`config.mk`:
```
export PLATFORM = sky130hd
export DESIGN_NAME = ram_burst_master
export DESIGN_NICKNAME = d
export VERILOG_FILES = /design/src/rtl/ram_burst_master.sv
export SDC_FILE = /design/constraint.sdc
export NUM_CORES = 1
export LEC_CHECK = 0
export ABC_AREA = 1
export CAP_MARGIN = 20
export CORE_MARGIN = 2
export CORE_UTILIZATION = 40
export CTS_BUF_LIST = sky130_fd_sc_hd__clkbuf_8
export CTS_CLUSTER_DIAMETER = 120
export DETAILED_ROUTE_END_ITERATION = 7
export PLACE_DENSITY_LB_ADDON = 0.25
export SLEW_MARGIN = 0
export SYNTH_ARGS = -nofsm -noshare
export SYNTH_HDL_FRONTEND = slang
export SYNTH_SLANG_ARGS = --single-unit
```
`constraint.sdc`:
```
create_clock -name clk -period 2.45 [get_ports clk]
set_input_delay 0.3675 -clock clk [delete_from_list [all_inputs] [get_ports clk]]
set_output_delay 0.3675 -clock clk [all_outputs]
set_load 0.05 [all_outputs]
```
`src/rtl/ram_burst_master.sv`:
```
// ram_burst_master: burst initiator for a 1-cycle-latency word-addressed RAM.
// Read bursts are issued under a credit limit so the return FIFO never
// overflows; write bursts are taken from a valid/ready stream and registered
// onto the RAM write port one cycle after each handshake.
module ram_burst_master #(
    parameter int DATA_SIZE  = 4,
    parameter int ADDR_WIDTH = 8,
    parameter int LEN_WIDTH  = 8,
    parameter int FIFO_DEPTH = 4
) (
    input  logic                                        clk,
    input  logic                                        rst_n,
    input  logic                                        cmd_valid,
    output logic                                        cmd_ready,
    input  logic                                        cmd_write,
    input  logic [ADDR_WIDTH-$clog2(DATA_SIZE)-1:0]     cmd_addr,
    input  logic [LEN_WIDTH-1:0]                        cmd_len,
    input  logic                                        wdata_valid,
    output logic                                        wdata_ready,
    input  logic [8*DATA_SIZE-1:0]                      wdata,
    output logic                                        rdata_valid,
    input  logic                                        rdata_ready,
    output logic [8*DATA_SIZE-1:0]                      rdata,
    output logic                                        rdata_last,
    output logic                                        mem_rd_en,
    output logic [ADDR_WIDTH-$clog2(DATA_SIZE)-1:0]     mem_rd_addr,
    input  logic [8*DATA_SIZE-1:0]                      mem_rd_data,
    input  logic                                        mem_rd_valid,
    output logic                                        mem_wr_en,
    output logic [ADDR_WIDTH-$clog2(DATA_SIZE)-1:0]     mem_wr_addr,
    output logic [8*DATA_SIZE-1:0]                      mem_wr_data,
    output logic                                        busy,
    output logic                                        done
);

    localparam int DW = 8 * DATA_SIZE;
    localparam int AW = ADDR_WIDTH - $clog2(DATA_SIZE);
    localparam int PW = $clog2(FIFO_DEPTH);
    localparam int CW = PW + 1;
    localparam int RW = LEN_WIDTH + 1;
    localparam logic [CW:0] DEPTH_C = (CW + 1)'(FIFO_DEPTH);

    typedef enum logic [2:0] {
        ST_IDLE,
        ST_READ,
        ST_RDRAIN,
        ST_WRITE,
        ST_WFLUSH
    } state_t;

    state_t               state_q, state_d;
    logic [AW-1:0]        addr_q, addr_d;
    logic [RW-1:0]        rem_q, rem_d;
    logic [LEN_WIDTH-1:0] len_q, len_d;
    logic [LEN_WIDTH-1:0] beat_q, beat_d;
    logic [CW-1:0]        outst_q, outst_d;
    logic [CW-1:0]        cnt_q, cnt_d;
    logic [PW-1:0]        wptr_q, wptr_d;
    logic [PW-1:0]        rptr_q, rptr_d;
    logic                 wr_en_q, wr_en_d;
    logic [AW-1:0]        wr_addr_q, wr_addr_d;
    logic [DW-1:0]        wr_data_q, wr_data_d;
    logic [DW-1:0]        fifo_mem [FIFO_DEPTH];

    logic [CW:0]          credit_sum;
    logic                 issue;
    logic                 push;
    logic                 pop;

    // Read issue, FIFO return/drain handshakes and datapath outputs.
    always_comb begin
        credit_sum  = {1'b0, outst_q} + {1'b0, cnt_q};
        // Reads in flight plus entries held must leave room: the RAM cannot stall.
        issue       = (state_q == ST_READ) && (rem_q != '0) && (credit_sum < DEPTH_C);
        // A return with nothing outstanding is stale (e.g. issued before a reset).
        push        = mem_rd_valid && (outst_q != '0);
        rdata_valid = (cnt_q != '0);
        pop         = rdata_valid && rdata_ready;
        rdata       = rdata_valid ? fifo_mem[rptr_q] : '0;
        rdata_last  = rdata_valid && (beat_q == len_q);
        mem_rd_en   = issue;
        mem_rd_addr = issue ? addr_q : '0;
        mem_wr_en   = wr_en_q;
        mem_wr_addr = wr_addr_q;
        mem_wr_data = wr_data_q;
        busy        = (state_q != ST_IDLE);
    end

    // Outstanding-read and FIFO occupancy bookkeeping.
    always_comb begin
        outst_d = outst_q;
        cnt_d   = cnt_q;
        wptr_d  = wptr_q;
        rptr_d  = rptr_q;
        if (issue && !push) begin
            outst_d = outst_q + CW'(1);
        end else if (!issue && push) begin
            outst_d = outst_q - CW'(1);
        end
        if (push && !pop) begin
            cnt_d = cnt_q + CW'(1);
        end else if (!push && pop) begin
            cnt_d = cnt_q - CW'(1);
        end
        if (push) begin
            wptr_d = wptr_q + PW'(1);
        end
        if (pop) begin
            rptr_d = rptr_q + PW'(1);
        end
    end

    // Burst FSM: next state, address/length counters and handshake outputs.
    always_comb begin
        state_d     = state_q;
        addr_d      = addr_q;
        rem_d       = rem_q;
        len_d       = len_q;
        beat_d      = pop ? beat_q + LEN_WIDTH'(1) : beat_q;
        wr_en_d     = 1'b0;
        wr_addr_d   = wr_addr_q;
        wr_data_d   = wr_data_q;
        cmd_ready   = 1'b0;
        wdata_ready = 1'b0;
        done        = 1'b0;
        case (state_q)
            ST_IDLE: begin
                cmd_ready = 1'b1;
                if (cmd_valid) begin
                    addr_d  = cmd_addr;
                    rem_d   = {1'b0, cmd_len} + RW'(1);
                    len_d   = cmd_len;
                    beat_d  = '0;
                    state_d = cmd_write ? ST_WRITE : ST_READ;
                end
            end
            ST_READ: begin
                if (issue) begin
                    addr_d = addr_q + AW'(1);
                    rem_d  = rem_q - RW'(1);
                    if (rem_q == RW'(1)) begin
                        state_d = ST_RDRAIN;
                    end
                end
            end
            ST_RDRAIN: begin
                if (pop && (beat_q == len_q)) begin
                    done    = 1'b1;
                    state_d = ST_IDLE;
                end
            end
            ST_WRITE: begin
                wdata_ready = 1'b1;
                if (wdata_valid) begin
                    wr_en_d   = 1'b1;
                    wr_addr_d = addr_q;
                    wr_data_d = wdata;
                    addr_d    = addr_q + AW'(1);
                    rem_d     = rem_q - RW'(1);
                    if (rem_q == RW'(1)) begin
                        state_d = ST_WFLUSH;
                    end
                end
            end
            ST_WFLUSH: begin
                // The last registered write is on the RAM pins this cycle.
                done    = 1'b1;
                state_d = ST_IDLE;
            end
            default: begin
                state_d = ST_IDLE;
            end
        endcase
    end

    // State and counter registers; reset aborts any burst immediately.
    always_ff @(posedge clk or negedge rst_n) begin
        if (!rst_n) begin
            state_q   <= ST_IDLE;
            addr_q    <= '0;
            rem_q     <= '0;
            len_q     <= '0;
            beat_q    <= '0;
            outst_q   <= '0;
            cnt_q     <= '0;
            wptr_q    <= '0;
            rptr_q    <= '0;
            wr_en_q   <= 1'b0;
            wr_addr_q <= '0;
            wr_data_q <= '0;
        end else begin
            state_q   <= state_d;
            addr_q    <= addr_d;
            rem_q     <= rem_d;
            len_q     <= len_d;
            beat_q    <= beat_d;
            outst_q   <= outst_d;
            cnt_q     <= cnt_d;
            wptr_q    <= wptr_d;
            rptr_q    <= rptr_d;
            wr_en_q   <= wr_en_d;
            wr_addr_q <= wr_addr_d;
            wr_data_q <= wr_data_d;
        end
    end

    // Read-return FIFO storage; occupancy alone decides which entries are live.
    always_ff @(posedge clk) begin
        if (push) begin
            fifo_mem[wptr_q] <= mem_rd_data;
        end
    end

endmodule

```
---- Yosys cells after proc, flatten, opt, wreduce, memory -nomap -nowiden ----
Memory sizes are Yosys's and may differ from the RTL's.
Index checks and enable logic that the tools add are counted.
cells by class
  add/subtract/negate cells ............... 11
  order comparisons ....................... 1
  equality and inequality tests ........... 12
  multiplexer cells ....................... 33
  reductions and logical operators ........ 25
operator list
  cell                   count
  $mux W32               1
  $mux W3                10
  $mux W9                3
  $pmux W9 S3            1
  $mux W6                4
  $mux W8                3
  $pmux W6 S3            1
  $pmux W3 S4            1
  $reduce_bool A3 Y1     4
  $logic_and A1 B1 Y1    10
  $ne A2 B2 Y1 const B   5
  $add A8 B1 Y9 const B  1
  $eq A9 B1 Y1 const B   1
  $reduce_bool A9 Y1     1
  $sub A9 B1 Y9 const B  1
  $add A8 B1 Y8 const B  1
  $eq A8 B8 Y1           1
  $mux W1                7
  $add A3 B1 Y3 const B  2
  $add A6 B1 Y6 const B  1
  $eq A3 B2 Y1 const B   2
  $reduce_and A6 Y1      1
  $sub A3 B1 Y3 const B  2
  $add A2 B1 Y2 const B  2
  other kinds (12)       16
word-level totals
  register bits ........................... 83
  memory bits (writable) .................. 128
  input port bits ......................... 85
  output and inout bits ................... 84
  word-level logic and storage cells ...... 95
  memories ................................ 1
memory list
  name      depth  bits a word  rd ports  clocked after memory_dff  wr ports  RTL line  text
  fifo_mem  4      32           1         0                         1         63        logic [DW-1:0] fifo_mem [FIFO_DEPTH];

---- Longest topological paths before layout ----
Gate-level depths: netlist of run 1.
  depth in word-level cells ............... 7
  depth in mapped cells ................... 13
  depth with buffers taken out ............ 13

---- Worst setup path before layout of run 1 ----
OpenSTA, ideal clock, no wires.
  path kind ............................... register to register
  start ................................... reg outst_q[1]
  end ..................................... reg outst_q[2]
  library setup time ...................... 124 ps
  arrival time ............................ 2458 ps
  data required time ...................... 2326 ps
  path slack .............................. -132 ps
  cell stages (with the launch flop) ...... 13
  buffers on the path ..................... 0
  clock period less this slack ............ 2582 ps
  cells stage by stage .................... dfrtp_1 ha_1 inv_1 nor2_1 nor2_1 nand3_4 inv_1 ha_1 inv_1 fa_1 a21oi_1 o21ai_0 xnor2_1
on the way
  cells in the longest elaborated chain, start to end .. 6
  elaborated cells between the ends (all ways) .. 14
  those cells by class .................... add/sub: 3; order compare: 1; mux: 2; reduce/logical: 8
RTL lines
  what                                 RTL line  text
  start, declared                      56        logic [CW-1:0] outst_q, outst_d;
  start signal, assigned               197       outst_q <= outst_d;
  $add A3 B3 Y4 *                      72        credit_sum = {1'b0, outst_q} + {1'b0, cnt_q};
  $lt A4 B3 Y1 *                       74        issue = (state_q == ST_READ) && (rem_q != '0) && (credit_sum < DEPTH_C);
  $logic_and A1 B1 Y1 *                74
  via mem_rd_en                        25        output logic mem_rd_en,
  $logic_not A1 Y1                     97        end else if (!issue && push) begin
  $logic_and A1 B1 Y1                  97
  $reduce_bool A2 Y1 (no source line)  n/a
Mark *: on every way through the listed nets, which the timed path passes. The rest lies on a longest branch. The select of a mux whose other input is x is not followed.
A chain may end at the register's enable or synchronous reset.

---- Worst setup path in the final report of run 1 ----
  start ................................... reg cnt_q[1]
  end ..................................... out mem_rd_addr[4]
on the way
  cells in the longest elaborated chain, start to end .. 4
RTL lines
  what                    RTL line  text
  start, declared         57        logic [CW-1:0] cnt_q, cnt_d;
  start signal, assigned  198       cnt_q <= cnt_d;
  $add A3 B3 Y4           72
  $lt A4 B3 Y1            74
  $logic_and A1 B1 Y1     74
  $mux W6                 82        mem_rd_addr = issue ? addr_q : '0;
  end, declared           26        output logic [ADDR_WIDTH-$clog2(DATA_SIZE)-1:0] mem_rd_addr,
Every way passes these cells.

==> results of run 1 <==
[synth_stat cells, drive strengths merged]
library cell / instances / area [sq um]
edfxtp: 128 / 3840
a21oi: 42 / 214
ha: 14 / 175
o31ai: 1 / 12.5
clkbuf: 18 / 67.6
clkinv: 1 / 16.3
fa: 2 / 40.0
nand3b: 1 / 7.51
xor2: 5 / 43.8
nor2: 176 / 693
dfrtp: 83 / 2080
a211oi: 2 / 15.0
a31oi: 1 / 6.26
mux2: 2 / 22.5
o21ai: 109 / 591
xnor2: 9 / 78.8
or2: 2 / 12.5
nand4: 5 / 31.3
nand3: 22 / 128
o21a: 1 / 7.51
inv: 62 / 233
nor3: 4 / 20.0
buf: 20 / 125
nand2: 219 / 847
[stage by stage]
stage,util,power (mW),worst slack (ns),TNS (ns),instances
final,0.559,19.5,0.0958,0,1440
after global routing,0.559,20.7,-0.0165,-0.0389,1440
after CTS,0.553,19.5,-0.0196,-0.0251,1437
after detailed placement,0.520,16.4,0.0644,0,1370
after global placement,0.520,16.3,0.144,0,1370
after floorplan,-,12.1,0.0104,0,929
[cell families (layout without fill, tap and decap cells)]
kind of cell,Yosys count,in the layout,synth area share
AND/OR/NAND/NOR,429,429,0.187
flip-flops,211,211,0.636
AO/OA/AOI/OAI,156,156,0.0909
buffers and inverters,101,327,0.0475
adder cells (fa/ha/maj),16,16,0.0231
XOR/XNOR,14,14,0.0132
multiplexers,2,2,0.00242
[power breakdown]
| part | internal (mW) | switching [mW] | total, mW | leakage, nW |
|---|---|---|---|---|
| Sequential | 4.88 | 0.544 | 5.42 | 2.21 |
| Clock | 1.52 | 1.40 | 2.92 | 0.369 |
| Combinational | 4.27 | 6.90 | 11.2 | 2.65 |
[cell type report]
type | instances | share of cell area
clock buffer | 40 | 0.0434
sequential | 211 | 0.467
timing repair buffer | 200 | 0.189
tap | 285 | 0.0281
clock inverter | 24 | 0.00937
inverter | 63 | 0.0203
multi-input combinational | 617 | 0.243
[layer usage]
metal  wire (um)  GRT usage  vias to the layer above
met5           0          0                        -
met4         435     0.0559                        0
met3        1870     0.0618                       38
met2       10100      0.289                      211
met1        9210      0.225                     3143
li1            -          -                     3464
[state kept, by name (all words and copies together) (netlist names)]
register	flops
fifo_mem	128
mem_wr_data	32
rem_q	9
beat_q	8
len_q	8
addr_q	6
mem_wr_addr	6
cnt_q	3
outst_q	3
state_q	3
rptr_q	2
wptr_q	2
mem_wr_en	1
[worst register-to-register path: stages, from the launching register on]
cell and delay (ns):
dfrtp_1 0.40, ha_1 0.29, inv_2 0.04, nor2_2 0.17, nor2_4 0.08, nand3_4 0.10, clkinvlp_4 0.12, ha_1 0.18
inv_1 0.10, fa_1 0.41, mux2_2 0.26
[final timing paths]
kind | slack, ns | cells after the start | startpoint | end
worst max-delay path | 0.1 | 8 | cnt_q[1] | mem_rd_addr[4]
worst min-delay path | 0.35 | 2 | rst_n | rem_q[6]
worst max register to register | 0.19 | 10 | cnt_q[1] | outst_q[1]
worst min register to register | 0.47 | 2 | mem_wr_data[17] | mem_wr_data[17]
max in group asynchronous | 1.45 | 3 | rst_n | mem_wr_data[15]
min in group clk | 0.39 | 3 | wdata[5] | mem_wr_data[5]
[repair_timing]
item                                    CTS  global route
hold buffers                              1             0
endpoints found under the setup margin   19            39
resized for setup                        16            33
pin swaps                                 1             3
hold endpoints to repair                 37             0
setup buffers                             2             3
==> impl_metrics.env, run 1 <==
export IMPL_status="finished, final reports clean"
export IMPL_post_dp_cell_area_sq_um=11800
export IMPL_path_delay_family="simple AND/OR/NAND/NOR gates"
export IMPL_routabilityCongestion=0.784
export IMPL_rsz0062_at_grt="yes"
export IMPL_grt_use_total=0.178
export IMPL_drt_wl_total_mm=21.6
export IMPL_cts_clk_slew_worst_paths_ns=0.06
export IMPL_nets=1230
export IMPL_clock_sinks=211
export IMPL_setup_viol=0
export IMPL_antenna_found_initial=0
export IMPL_cts_path_max_buffers=3
export IMPL_multi_input_area_sq_um=3090
export IMPL_relSlewSlack=0.595
export IMPL_timing_final_crit_period_ns=2.35
export IMPL_ff_latch_area_sq_um=5920
export IMPL_grt_pass1_vias=6630
export IMPL_die_h_um=157
export IMPL_drc=0
export IMPL_dr_total_vias=6856
export IMPL_cpPeakStageDelay_ns=0.40
export IMPL_fill_cells=1945
export IMPL_timing_final_crit_share=0.961
export IMPL_grt_pass1_wl_mm=34.2
export IMPL_cts_tree="done"
export IMPL_fp_coreArea_sq_um=22700
export IMPL_ant_nets=0
export IMPL_final_cell_mix="212 x nand2_1, 159 x nor2_1, 128 x edfxtp_1"
export IMPL_power_leakage_nw=5.22
export IMPL_top_level_ports=169
export IMPL_start_kind="register"
export IMPL_cp_end_kind="output port"
export IMPL_area_delta_synth_final_pct=36.4
export IMPL_ys_seq_elements=211
export IMPL_crit_slowest_cell="dfrtp_1"
export IMPL_drv_cap=0
export IMPL_port_buffers=168
export IMPL_dr_pass1_iters=4
export IMPL_crit_buf_inv=3
export IMPL_postSynthCellCount=929
export IMPL_power_density_nw_per_um2=1540
export IMPL_hold_slack_ns=0.354
export IMPL_syn_area_sq_um=9310
export IMPL_rows=55
export IMPL_yosys_warnings=0
export IMPL_peakVddDrop_uv=782
export IMPL_required_ns=2.08
export IMPL_critPathKind="reg -> out"
export IMPL_crit_arrival_ns=1.99
export IMPL_final_common_cell="nand2_1"
export IMPL_htreeDepth=2
export IMPL_worst_path_max_fanout=7
export IMPL_grt_max_degree=47
export IMPL_worstPathCellList="ha_1 -> inv_2 -> nor2_2 -> nor2_4 -> nand3_4 -> buf_12 -> nor2_4 -> buf_12"
export IMPL_yosysSeqAreaShare=0.636
export IMPL_post_dp_hpwl_mm=14.2
export IMPL_max_slew_worst_pin_slew_ns=0.607
export IMPL_hold_viol_final=0
export IMPL_overflow=0
export IMPL_hold_path_class="in -> async"
export IMPL_vias_per_cell=4.76
export IMPL_fp_dieArea_sq_um=24500
export IMPL_numCtsBuffers=36
export IMPL_skew_ns=0.0278
export IMPL_worstSkewPairLatency_ns=0.53
export IMPL_fmax_ghz=0.425
export IMPL_wl_per_cell_um=15.0
export IMPL_mappedNetlistNets=1030
export IMPL_avgSynthCellArea_sq_um=10.0
export IMPL_die_x_um=157
export IMPL_drive_gt1_frac=0.175
export IMPL_initial_utilization=0.410
export IMPL_synth_cell_types=36
export IMPL_drt_initial_drc_count=278
export IMPL_stdcell_area_sq_um=12700
export IMPL_finalMaxSlewViolations=0
export IMPL_antenna_cells=0
export IMPL_root_buffer="clkbuf_8"
(Power assumes the default switching activity.)
==> inputs of run 2 (changes only) <==
--- a/config.mk
+++ b/config.mk
@@ -6,7 +6,6 @@
 export NUM_CORES = 1
 export LEC_CHECK = 0
 export ABC_AREA = 1
-export CAP_MARGIN = 20
 export CORE_MARGIN = 2
 export CORE_UTILIZATION = 40
 export CTS_BUF_LIST = sky130_fd_sc_hd__clkbuf_8
==> results of run 2 <==
Same layout as run 1: the final DEF is identical, and so are final timing and power.
